### src/rtl/f1_pkg.sv
// Shared types, constants and the LFSR step function for the F1 start-light controller.
package f1_pkg;

    typedef enum logic [1:0] {
        IDLE = 2'd0,
        ARM  = 2'd1,
        HOLD = 2'd2,
        GO   = 2'd3
    } f1_ctrl_state_t;

    localparam int NUM_LIGHTS = 8;

    // Feedback taps for x^7+x^6+1: bits 6 and 5 of the shift register.
    localparam logic [15:0] LFSR_TAPS_7 = 16'h0060;

    function automatic logic [15:0] lfsr_taps(input int w);
        case (w)
            3:       lfsr_taps = 16'h0006;
            4:       lfsr_taps = 16'h000C;
            5:       lfsr_taps = 16'h0014;
            6:       lfsr_taps = 16'h0030;
            8:       lfsr_taps = 16'h00B8;
            default: lfsr_taps = LFSR_TAPS_7;
        endcase
    endfunction

    // Fibonacci step; bits above the register width are forced to zero.
    function automatic logic [15:0] lfsr_next(input logic [15:0] s, input int w);
        logic [15:0] mask;
        logic        fb;
        mask      = (16'h0001 << w) - 16'h0001;
        fb        = ^(s & lfsr_taps(w));
        lfsr_next = {s[14:0], fb} & mask;
    endfunction

endpackage

### src/rtl/f1_start_ctrl_if.sv
// Control/status bundle between the start controller (slave) and its user (master).
interface f1_start_ctrl_if #(
    parameter int REACT_W = 16
);
    import f1_pkg::*;

    // trigger is a fire-and-forget request with no ready: it is acted on only when
    // busy is low and is dropped otherwise; every output pulse lasts exactly one cycle.
    logic               trigger;
    logic               react_btn;
    logic               light_step;
    logic               light_rst;
    logic               busy;
    logic               react_valid;
    logic [REACT_W-1:0] react_time;
    logic               false_start;
    logic [REACT_W-1:0] best_time;
    f1_ctrl_state_t     dbg_state;

    modport master (
        output trigger, react_btn,
        input  light_step, light_rst, busy, react_valid, react_time,
               false_start, best_time, dbg_state
    );

    modport slave (
        input  trigger, react_btn,
        output light_step, light_rst, busy, react_valid, react_time,
               false_start, best_time, dbg_state
    );

endinterface

### src/rtl/f1_tick_div.sv
// Reloadable down-counter giving a one-cycle tick every TICK_DIV cycles while enabled.
module f1_tick_div #(
    parameter int TICK_DIV = 16
) (
    input  logic clk,
    input  logic rst,
    input  logic i_load,
    input  logic i_en,
    output logic o_tick
);

    localparam int            CW     = $clog2(TICK_DIV);
    localparam logic [CW-1:0] RELOAD = CW'(TICK_DIV - 1);

    logic [CW-1:0] r_cnt;

    always_ff @(posedge clk or negedge rst) begin
        if (!rst) begin
            r_cnt <= '0;
        end else if (i_load) begin
            r_cnt <= RELOAD;
        end else if (i_en) begin
            r_cnt <= (r_cnt == '0) ? RELOAD : r_cnt - 1'b1;
        end
    end

    assign o_tick = i_en && (r_cnt == '0);

endmodule

### src/rtl/f1_start_ctrl.sv
// F1 start sequencer: steps eight lights, holds for a random time, then times the driver.
// Optional best-time tracking is enabled by defining F1_BEST_TIME_EN.
module f1_start_ctrl
    import f1_pkg::*;
#(
    parameter int TICK_DIV = 16,
    parameter int MIN_HOLD = 2,
    parameter int LFSR_W   = 7,
    parameter int REACT_W  = 16
) (
    input  logic           clk,
    input  logic           rst,
    f1_start_ctrl_if.slave bus
);

    localparam logic [REACT_W-1:0] REACT_MAX = '1;

    f1_ctrl_state_t     r_state;
    f1_ctrl_state_t     w_next;
    logic [15:0]        r_lfsr;
    logic [15:0]        r_hold;
    logic [3:0]         r_step;
    logic [REACT_W-1:0] r_react;
    logic [REACT_W-1:0] r_react_time;
    logic               r_react_valid;
    logic [REACT_W-1:0] w_react_inc;
    logic [REACT_W-1:0] w_best;

    logic w_tick, w_tick_en, w_tick_load;
    logic w_step_clr, w_step_inc, w_hold_load, w_hold_dec, w_react_clr;
    logic w_done, w_timeout, w_light_step, w_light_rst, w_false_start;

    assign w_tick_en   = (r_state == ARM) || (r_state == HOLD);
    assign w_react_inc = (r_react == REACT_MAX) ? REACT_MAX : r_react + 1'b1;

    f1_tick_div #(.TICK_DIV(TICK_DIV)) u_tick_div (
        .clk    (clk),
        .rst    (rst),
        .i_load (w_tick_load),
        .i_en   (w_tick_en),
        .o_tick (w_tick)
    );

    always_ff @(posedge clk or negedge rst) begin
        if (!rst) r_state <= IDLE;
        else      r_state <= w_next;
    end

    // The button is checked before the tick so an early press always beats a strobe.
    always_comb begin
        w_next        = r_state;
        w_tick_load   = 1'b0;
        w_step_clr    = 1'b0;
        w_step_inc    = 1'b0;
        w_hold_load   = 1'b0;
        w_hold_dec    = 1'b0;
        w_react_clr   = 1'b0;
        w_done        = 1'b0;
        w_timeout     = 1'b0;
        w_light_step  = 1'b0;
        w_light_rst   = 1'b0;
        w_false_start = 1'b0;
        case (r_state)
            IDLE: begin
                if (bus.trigger) begin
                    w_next      = ARM;
                    w_tick_load = 1'b1;
                    w_step_clr  = 1'b1;
                end
            end
            ARM: begin
                if (bus.react_btn) begin
                    w_false_start = 1'b1;
                    w_light_rst   = 1'b1;
                    w_next        = IDLE;
                end else if (w_tick) begin
                    w_light_step = 1'b1;
                    w_step_inc   = 1'b1;
                    if (r_step == 4'(NUM_LIGHTS - 1)) begin
                        w_hold_load = 1'b1;
                        w_next      = HOLD;
                    end
                end
            end
            HOLD: begin
                if (bus.react_btn) begin
                    w_false_start = 1'b1;
                    w_light_rst   = 1'b1;
                    w_next        = IDLE;
                end else if (w_tick) begin
                    if (r_hold == 16'd1) begin
                        w_light_step = 1'b1;
                        w_react_clr  = 1'b1;
                        w_next       = GO;
                    end else begin
                        w_hold_dec = 1'b1;
                    end
                end
            end
            GO: begin
                if (bus.react_btn) begin
                    w_done = 1'b1;
                    w_next = IDLE;
                end else if (r_react == REACT_MAX) begin
                    w_done    = 1'b1;
                    w_timeout = 1'b1;
                    w_next    = IDLE;
                end
            end
            default: w_next = IDLE;
        endcase
    end

    // The reaction counter runs one behind the cycle count since the final strobe,
    // so the captured time is its incremented value.
    always_ff @(posedge clk or negedge rst) begin
        if (!rst) begin
            r_lfsr        <= 16'd1;
            r_step        <= '0;
            r_hold        <= '0;
            r_react       <= '0;
            r_react_time  <= '0;
            r_react_valid <= 1'b0;
        end else begin
            r_lfsr <= lfsr_next(r_lfsr, LFSR_W);
            if (w_step_clr)      r_step <= '0;
            else if (w_step_inc) r_step <= r_step + 1'b1;
            if (w_hold_load)     r_hold <= 16'(MIN_HOLD) + r_lfsr;
            else if (w_hold_dec) r_hold <= r_hold - 1'b1;
            if (w_react_clr)         r_react <= '0;
            else if (r_state == GO)  r_react <= w_react_inc;
            r_react_valid <= w_done;
            if (w_done) r_react_time <= w_timeout ? REACT_MAX : w_react_inc;
        end
    end

`ifdef F1_BEST_TIME_EN
    logic [REACT_W-1:0] r_best;

    always_ff @(posedge clk or negedge rst) begin
        if (!rst) begin
            r_best <= REACT_MAX;
        end else if (w_done && !w_timeout && (w_react_inc < r_best)) begin
            r_best <= w_react_inc;
        end
    end

    assign w_best = r_best;
`else
    assign w_best = REACT_MAX;
`endif

    assign bus.light_step  = w_light_step;
    assign bus.light_rst   = w_light_rst;
    assign bus.false_start = w_false_start;
    assign bus.busy        = (r_state != IDLE);
    assign bus.react_valid = r_react_valid;
    assign bus.react_time  = r_react_time;
    assign bus.best_time   = w_best;
    assign bus.dbg_state   = r_state;

endmodule

### src/flat_wrapper.sv
// flat-port wrapper written by rule: the top's interface ports become plain ports
module f1_start_ctrl_flat import f1_pkg::*;
#(
    parameter int TICK_DIV = 16,
    parameter int MIN_HOLD = 2,
    parameter int LFSR_W   = 7,
    parameter int REACT_W  = 16
)
  (clk, rst, bus_trigger, bus_react_btn, bus_light_step, bus_light_rst, bus_busy, bus_react_valid, bus_react_time, bus_false_start, bus_best_time, bus_dbg_state);
  f1_start_ctrl_if #(.REACT_W(REACT_W)) bus_i ();
  input  logic clk;
  input  logic rst;
  input wire logic [$bits(bus_i.trigger)-1:0] bus_trigger;
  input wire logic [$bits(bus_i.react_btn)-1:0] bus_react_btn;
  output wire logic [$bits(bus_i.light_step)-1:0] bus_light_step;
  output wire logic [$bits(bus_i.light_rst)-1:0] bus_light_rst;
  output wire logic [$bits(bus_i.busy)-1:0] bus_busy;
  output wire logic [$bits(bus_i.react_valid)-1:0] bus_react_valid;
  output wire logic [$bits(bus_i.react_time)-1:0] bus_react_time;
  output wire logic [$bits(bus_i.false_start)-1:0] bus_false_start;
  output wire logic [$bits(bus_i.best_time)-1:0] bus_best_time;
  output wire logic [$bits(bus_i.dbg_state)-1:0] bus_dbg_state;
  assign bus_i.trigger = bus_trigger;
  assign bus_i.react_btn = bus_react_btn;
  assign bus_light_step = bus_i.light_step;
  assign bus_light_rst = bus_i.light_rst;
  assign bus_busy = bus_i.busy;
  assign bus_react_valid = bus_i.react_valid;
  assign bus_react_time = bus_i.react_time;
  assign bus_false_start = bus_i.false_start;
  assign bus_best_time = bus_i.best_time;
  assign bus_dbg_state = bus_i.dbg_state;
  f1_start_ctrl #(.TICK_DIV(TICK_DIV), .MIN_HOLD(MIN_HOLD), .LFSR_W(LFSR_W), .REACT_W(REACT_W)) u_core (.clk(clk), .rst(rst), .bus(bus_i));
endmodule
### config.mk
export PLATFORM = sky130hd
export DESIGN_NAME = f1_start_ctrl_flat
export DESIGN_NICKNAME = d
export VERILOG_FILES = /design/src/rtl/f1_pkg.sv /design/src/rtl/f1_start_ctrl_if.sv /design/src/rtl/f1_tick_div.sv /design/src/rtl/f1_start_ctrl.sv /design/src/flat_wrapper.sv
export SDC_FILE = /design/constraint.sdc
export NUM_CORES = 1
export LEC_CHECK = 0
export BUFFER_PORTS_ARGS = -buffer_cell sky130_fd_sc_hd__buf_4
export CORE_ASPECT_RATIO = 0.75
export CORE_MARGIN = 2
export CORE_UTILIZATION = 45
export DETAILED_ROUTE_END_ITERATION = 10
export PLACE_DENSITY_LB_ADDON = 0.3
export SLEW_MARGIN = 5
export SYNTH_ARGS = -nofsm -noshare
export SYNTH_HDL_FRONTEND = slang
export SYNTH_SLANG_ARGS = --single-unit
### constraint.sdc
create_clock -name clk -period 3.8 [get_ports clk]
set_clock_uncertainty 0.05 [all_clocks]
set_input_delay 0.57 -clock clk [delete_from_list [all_inputs] [get_ports clk]]
set_output_delay 0.57 -clock clk [all_outputs]
set_load 0.1 [all_outputs]
## Word-level counts from Yosys, hierarchy flattened

Index checks and enable logic that the tools add are counted.

| storage, ports and cells | value |
|---|---|
| bits in registers | 66 |
| output and inout port bits | 39 |
| input bits | 4 |
| word-level logic and storage cells | 83 |

| operators by class | value |
|---|---|
| $add $sub $neg | 5 |
| multiplexer cells | 46 |
| equality and inequality tests | 12 |
| reduce and logical (&&, ||, !) cells | 12 |

Operator list:

| kind | count |
|---|---|
| $mux W16 | 6 |
| $mux W1 | 24 |
| $mux W4 | 5 |
| $mux W2 | 9 |
| $add A16 B1 Y16 const B | 1 |
| $eq A16 B1 Y1 const B | 1 |
| $eq A16 B16 Y1 const B | 1 |
| $reduce_xor A16 Y1 | 1 |
| $sub A16 B1 Y16 const B | 1 |
| $ne A3 B3 Y1 const B | 4 |
| $reduce_bool A2 Y1 | 5 |
| $add A2 B7 Y8 const A | 1 |
| $pmux W2 S4 | 1 |
| $reduce_and A6 Y1 | 1 |
| $add A4 B1 Y4 const B | 1 |
| $eq A2 B2 Y1 const B | 2 |
| $eq A4 B3 Y1 const B | 1 |
| $logic_not A4 Y1 | 1 |
| $sub A4 B1 Y4 const B | 1 |
| $ne A3 B2 Y1 const B | 1 |
| $eq A2 B1 Y1 const B | 1 |
| $logic_not A2 Y1 | 1 |
| $ne A2 B2 Y1 const B | 1 |
| $pmux W1 S2 | 1 |
| other kinds (3) | 3 |

## Depth between registers and ports, before layout

Gate-level depths: netlist of the first run.

| depth | value |
|---|---|
| word-level depth | 8 |
| mapped depth | 9 |

## Modules after synthesis

Synthesis of the first run repeated with hierarchy kept, for this count alone.

| second synthesis, totals | value |
|---|---|
| cell total of the unflattened synthesis | 357 |
| area, all modules | 3716.1 µm² |

Modules (own cells, without submodules):

| module | cells each | sequential area each (µm²) | times used | area an instance (µm²) |
|---|---|---|---|---|
| f1_start_ctrl | 337 | 1552.7 | 1 | 3495.9 |
| f1_tick_div | 20 | 100.1 | 1 | 220.2 |

## Worst setup path before layout of the first run

OpenSTA, ideal clock, no wires.

| timing path | value |
|---|---|
| kind | register -> output |
| start | register u_core.r_state[0] (netlist: u_core.bus.dbg_state[0]) |
| end | output bus_light_step |
| buffers on the path | 1 |
| arrival | 3.055 ns |
| slack | 0.125 ns |
| stages on the path, launching flop included | 8 |
| cell sequence | dfrtp_1 > inv_1 > ha_1 > clkbuf_2 > nand4bb_1 > nor2_1 > nand2_1 > nand2_1 |

| between the ends | value |
|---|---|
| word-level cells in the longest chain between the ends | 6 |
| elaborated cells between the ends (all ways) | 9 |
| classes of those cells | eq/ne (2); mux (5); reduce/logical (2) |

RTL lines:

| element | line | RTL |
|---|---|---|
| from (decl) | f1_start_ctrl.sv:18 | `f1_ctrl_state_t r_state;` |
| from (signal assigned) | f1_start_ctrl.sv:46 | `else r_state <= w_next;` |
| $eq A2 B1 Y1 / $eq A2 B2 Y1 (equally long branches) | f1_start_ctrl.sv:33, f1_start_ctrl.sv:63 |  |
| $logic_or A1 B1 Y1 | f1_start_ctrl.sv:33 | `assign w_tick_en = (r_state == ARM) \|\| (r_state == HOLD);` |
| $logic_and A1 B1 Y1 | f1_tick_div.sv:27 | `assign o_tick = i_en && (r_cnt == '0);` |
| $mux W1 (on tied branches) | f1_start_ctrl.sv:90, f1_start_ctrl.sv:76 |  |
| $mux W1 (on tied branches) | f1_start_ctrl.sv:86, f1_start_ctrl.sv:72 |  |
| $pmux W1 S2 * | f1_start_ctrl.sv:63 | `case (r_state)` |
| to (decl) | flat_wrapper.sv:15 | `output wire logic [$bits(bus_i.light_step)-1:0] bus_light_step;` |

Every way passes the cells marked *; elsewhere a longest branch is shown, timed or not.

## Worst setup path after layout of the first run

Ends and elaborated chain as after synthesis.

==> run metrics, run 1 <==
status completed; Inst Count DP just under 500; f_max 300 MHz; Setup violations, final 0; H-Tree Depth 3; IO Count 43; Worst-Margin Slew between 0.8 and 0.9 ns; average wire per standard cell approximately 15 um; Clk Latency, worst-skew pair 0.35 ns; metal2 WL 3.12 mm; Die Span Y 83.0 um; Multi-input gate area 1870 um^2; Syn-to-layout area delta 10.3%; RSZ-0062 raised after global routing false; routed wl met3 504 um; share of cells above drive strength 1 between 15 and 20%; GRT Util Overall 17.9%; area of the core 7990 um^2; fillcell total ~770; Synth Area in Simple Gates 21.4%; Cell variety after synth 61; internal power 1.71 mW; Routability Congestion approximately 0.9; worst setup margin approximately 0.47 ns; static leakage 1.81 nW; combinational power share 52.5%; Die Footprint 9070 um^2; CTS tree built; P_sw around 1.8 mW; post-place instance area 3930 um^2; Yosys top cell area share 43.4%; cts repair resizes 0; 1st-iter DRT viols 177; Reg clk slew, reported paths 0.07 ns; via count 2747; Synth Area per Inst 10.1 um^2; Power Dens Cells ~840 nW/um^2; type of origin of the critical path flop; Clock Power Share 16.9%; Synthesis Warnings 0; global-route wire length before repair 12.8 mm; critical path capture point type primary output; final hold vios 0; port bufs 26; compound-gate portion of the synthesized area between 10% and 20%; gr ovfl total 0; Top Layer Used met4; met1 WL 3.72 mm; largest family of logic cells by synthesized area simple AND/OR/NAND/NOR gates; critical path class reg2out; Final Core Density 51.7%; Mapped Area about 3700 um^2; post-synthesis mux area share 4.61%; Reg area 1650 um^2; most frequent cells in the layout dfrtp_1, nor2_1, buf_4, nand2_1; Synth Area in XOR/XNOR 7.95%; Arrival @ worst endpoint 2.71 ns; top_reg_cell synth dfrtp_1; clk buf depth 2; final std cells w/o fill 506; Net Sw Frac 50.9%; initial core utilization 46.9%; Post-CTS Hold Fix Bufs 0; Post-Synth Adder-Cell Area under 10%; Data required, critical path 3.18 ns; num rows 28; R2R Setup Slk slightly below 1 ns; sequential power share between 30 and 40%; TritonRoute pass-1 iters 4; Relative slew margins 41.6%; HP Class in2async; most common cell after layout, fill and taps aside dfrtp_1; synthesized flop and latch total 66; post-CTS setup buffer count 0; vias in the first global route 2579; Peak supply drop 0.000629 V; number of flops mapped to enable cells by yosys 0; area leader, netlist dfrtp_1; largest net degree at the start of global routing 67; DRT Wirelength 7.45 mm; Final ANT Viol Nets 0; Slew Viols, Final 0; Post-layout nets between 400 and 500; design area 4130 um^2; Final Critical Period about 3.3 ns; number of buffers created by CTS 9; DRC Markers 0; CP max FO 8; ANT cells 0; clock sink total 66; initial antenna violation count 0; Root Driver clkbuf_8; Mapped Cells 371; DIE WIDTH 109 um; final period utilization 87.6%; Via density between 5 and 6; HPWL after DPL 5.25 mm; MaxCap Viol Count 0; Final TNS setup 0 ns; Placement Setup Slack 0.843 ns; sequential area share after synthesis between 40 and 50%; asr flop ratio synth 100%; main area contributors after synthesis dfrtp_1, ha_1, xor2_1
## registers in the layout, indices dropped and copies added, names as in the netlist
signal                   flops
u_core.r_hold               16
u_core.r_step                4
u_core.r_react              16
u_core.bus.dbg_state         2
u_core.bus.react_valid       1
u_core.u_tick_div.r_cnt      4
u_core.bus.react_time       16
u_core.r_lfsr                7
## synth_stat cells (all sizes together) (2+ instances only)
cell type	count
nor2	35
o21ai	13
ha	13
or4	2
a311oi	4
and2	3
o21a	6
and4	3
buf	25
dfrtp	65
nand4	14
a2bb2oi	4
mux2i	6
nor4b	2
inv	13
clkbuf	6
xor2	18
xnor2	16
nand3	20
mux2	10
nor4	4
and3	11
nand2b	4
a21oi	12
nand2	26
a31oi	2
nor3	14
## routing by layer
layer	vias up	GRT usage, %
li1	1333	-
met1	1329	27.0
met2	77	23.9
met3	8	5.97
met4	0	5.29
met5	-	0
## critical path, cell delays in order (launching register included)
cell and delay, ns:
dfrtp_1 0.42, inv_1 0.11, ha_1 0.43, nand4bb_1 0.29, nor2_1 0.45, nand2_1 0.23
nand2_1 0.14, buf_4 0.30
## power by group through the flow
| stage | Sequential, mW | Clock (mW) | Combinational, mW |
|---|---|---|---|
| final | 1.07 | 0.589 | 1.83 |
| after CTS | 1.06 | 0.609 | 1.84 |
| after detailed placement | 1.08 | 0 | 1.83 |
| after floorplan | 1.68 | 0 | 0.904 |
| after global placement | 1.06 | 0 | 1.82 |
| after global routing | 1.09 | 0.638 | 1.94 |
## path summary, 6_finish.rpt
path / from / endpoint / cells after the start
worst min register to register: u_core.r_lfsr[0] / u_core.r_lfsr[1] / 0
worst max register to register: u_core.r_react[0] / u_core.bus.react_time[3] / 6
worst min-delay path: rst / u_core.bus.react_time[11] / 1
max in group asynchronous: rst / u_core.r_hold[0] / 1
min in group clk: u_core.r_lfsr[0] / u_core.r_lfsr[1] / 0
worst max-delay path: u_core.bus.dbg_state[0] / bus_light_step / 7
## logic make-up (layout without fill, tap and decap cells)
logic type	Yosys count	in the layout
AND/OR/NAND/NOR	145	145
flip-flops	66	66
AO/OA/AOI/OAI	52	52
buffers and inverters	44	59
XOR/XNOR	34	34
multiplexers	16	16
adder cells (fa/ha/maj)	13	13
other	1	16
## stage by stage
stage | power (mW) | hold slack [ns]
after floorplan | 2.58 | 0.224
after global placement | 2.88 | 0.344
after detailed placement | 2.91 | 0.343
after CTS | 3.51 | 0.297
after global routing | 3.67 | 0.339
final | 3.49 | 0.267
## cell type report
type / count / share of cell area, %
clock buffers: 14 / 3.94
clock inverters: 2 / 0.848
inverters: 13 / 1.18
multi-input cells: 276 / 45.4
flip-flops and latches: 66 / 40.0
well taps: 105 / 3.18
repair buffers: 30 / 5.45
Note: power is estimated with default switching activity, not from simulation.
==> inputs of run 2 (changes only) <==
MAX_ROUTING_LAYER = met4   (was not set)
==> run 2 against run 1 <==
Compared with the run above:
- clock power is essentially flat
- sequential share of layout area unchanged
- wire length about the same
- critical endpoint unchanged
- sequential power is essentially flat
- global-route usage rose by 0.51 points
- non-clock buffer count unchanged
- worst setup slack got worse by 0.0085 ns
- highest routed layer unchanged
- worst hold slack got worse by 0.0012 ns
- final area stayed put
- final cell count did not move
==> run metrics, run 2 (same netlist as run 1, synthesis figures left out) <==
status completed (unchanged); ANT cells 0 (unchanged); Root Driver clkbuf_8 (unchanged); Slew Viols, Final 0 (unchanged); cts repair resizes 0 (unchanged); Final TNS setup 0 ns (unchanged); R2R depth 6 (unchanged); Final ANT Viol Nets 0 (unchanged); port bufs 26 (unchanged); Power Dens Cells 844 nW/um^2 (about the same); share of cells above drive strength 1 17.5% (unchanged); Relative slew margins 42.9% (was 41.6%); DRC Markers 0 (unchanged); GRT Util Overall 18.4% (was 17.9%); Setup violations, final 0 (unchanged); critical path class reg2out (unchanged); num rows 28 (unchanged); average wire per standard cell 14.7 um (about the same); number of buffers created by CTS 9 (unchanged); IO Count 43 (unchanged); RSZ-0062 raised after global routing false (unchanged); via count 2737 (was 2747); most common cell after layout, fill and taps aside dfrtp_1 (unchanged); H-Tree Depth 3 (unchanged); Data required, critical path 3.18 ns (about the same); Clk Latency, worst-skew pair 0.34 ns (was 0.35 ns); Die Span Y 83.0 um (unchanged); Placement Setup Slack 0.843 ns (unchanged); Setup crit start u_core.bus.dbg_state[0] (unchanged); Post-CTS Hold Fix Bufs 0 (unchanged); Arrival @ worst endpoint 2.72 ns (was 2.71 ns); TritonRoute pass-1 iters 5 (was 4); global-route wire length before repair 12.7 mm (was 12.8 mm); vias in the first global route 2582 (was 2579); Via density 5.41 (was 5.43); Final Critical Period 3.34 ns (was 3.33 ns); Routability Congestion 0.918 (was 0.903); fillcell total 765 (unchanged); Worst-Margin Slew 0.849 ns (was 0.869 ns); most frequent cells in the layout dfrtp_1, nor2_1, buf_4, nand2_1 (unchanged); HP Class in2async (unchanged); DRT Wirelength 7.45 mm (about the same); clock sink total 66 (unchanged); Syn-to-layout area delta 10.3% (unchanged); hold_ws 0.266 ns (was 0.267 ns); 1st-iter DRT viols 176 (was 177); DIE WIDTH 109 um (unchanged); Peak supply drop 0.000629 V (about the same); MaxCap Viol Count 0 (unchanged); critical path capture point type primary output (unchanged); static leakage 1.81 nW (unchanged); gr ovfl total 0 (unchanged); Reg clk slew, reported paths 0.07 ns (about the same); Final Total Pwr 3.48 mW (was 3.49 mW); final period utilization 87.8% (was 87.6%); FF-to-FF Start u_core.r_react[0] (unchanged); final hold vios 0 (unchanged); CTS tree built (unchanged); post-CTS setup buffer count 0 (unchanged); initial core utilization 46.9% (unchanged); worst setup margin 0.462 ns (was 0.470 ns); f_max 300 MHz (about the same); largest net degree at the start of global routing 67 (unchanged); clk buf depth 2 (unchanged); Die Footprint 9070 um^2 (unchanged); HPWL after DPL 5.25 mm (unchanged); CP max FO 8 (unchanged); type of origin of the critical path flop (unchanged); initial antenna violation count 0 (unchanged); area of the core 7990 um^2 (unchanged); Post-layout nets 413 (unchanged)
==> run 2: cell counts in the layout (fill, tap and decap cells not counted) <==
No cell type changed its count.
==> run 2: area by class of cell <==
| type | instances | area, um^2 | share of cell area, % |
|---|---|---|---|
| multi-input cells | 276 | 1870 | 45.4 |
| flip-flops and latches | 66 | 1650 | 40.0 |
| repair buffers | 30 | 225 | 5.45 |
| clock buffers | 14 | 163 | 3.94 |
| well taps | 105 | 131 | 3.18 |
| inverters | 13 | 48.8 | 1.18 |
| clock inverters | 2 | 35.0 | 0.848 |
==> run 2: layer usage <==
metal | wire length (um) | part of all wire (%) | vias to the layer above | GRT usage (%)
met5 | 0 | 0 | - | -
met4 | 97 | 1.3 | 0 | 5.29
met3 | 490 | 6.6 | 7 | 5.89
met2 | 3110 | 42 | 79 | 23.8
met1 | 3750 | 50 | 1322 | 27.2
li1 | - | - | 1329 | -
==> run 2: through the flow <==
stage | cell area [um^2] | cells | utilization, %
final | 4130 | 506 | 51.7
after global routing | 4130 | 506 | 51.7
after CTS | 4130 | 506 | 51.7
after detailed placement | 3930 | 490 | 49.2
after global placement | 3930 | 490 | 49.2
after floorplan | 3800 | 386 | -
==> run 2: power breakdown <==
group          internal, mW  switching, mW
Combinational         0.494           1.34
Clock                 0.339          0.248
Sequential            0.879          0.186
Total                  1.71           1.77
==> run 2: worst max-delay path: stages, from the launching register on <==
cell and delay, ns:
dfrtp_1 0.42, inv_1 0.11, ha_1 0.42, nand4bb_1 0.29
nor2_1 0.46, nand2_1 0.23, nand2_1 0.14, buf_4 0.30
==> run 2: final timing paths <==
check / end / slack (ns)
max in group asynchronous: u_core.r_hold[0] / 2.87
setup reg to reg: u_core.bus.react_time[3] / 0.99
min in group clk: u_core.r_lfsr[1] / 0.35
hold / removal: u_core.bus.react_time[11] / 0.27
hold reg to reg: u_core.r_lfsr[1] / 0.35
setup / recovery: bus_light_step / 0.46
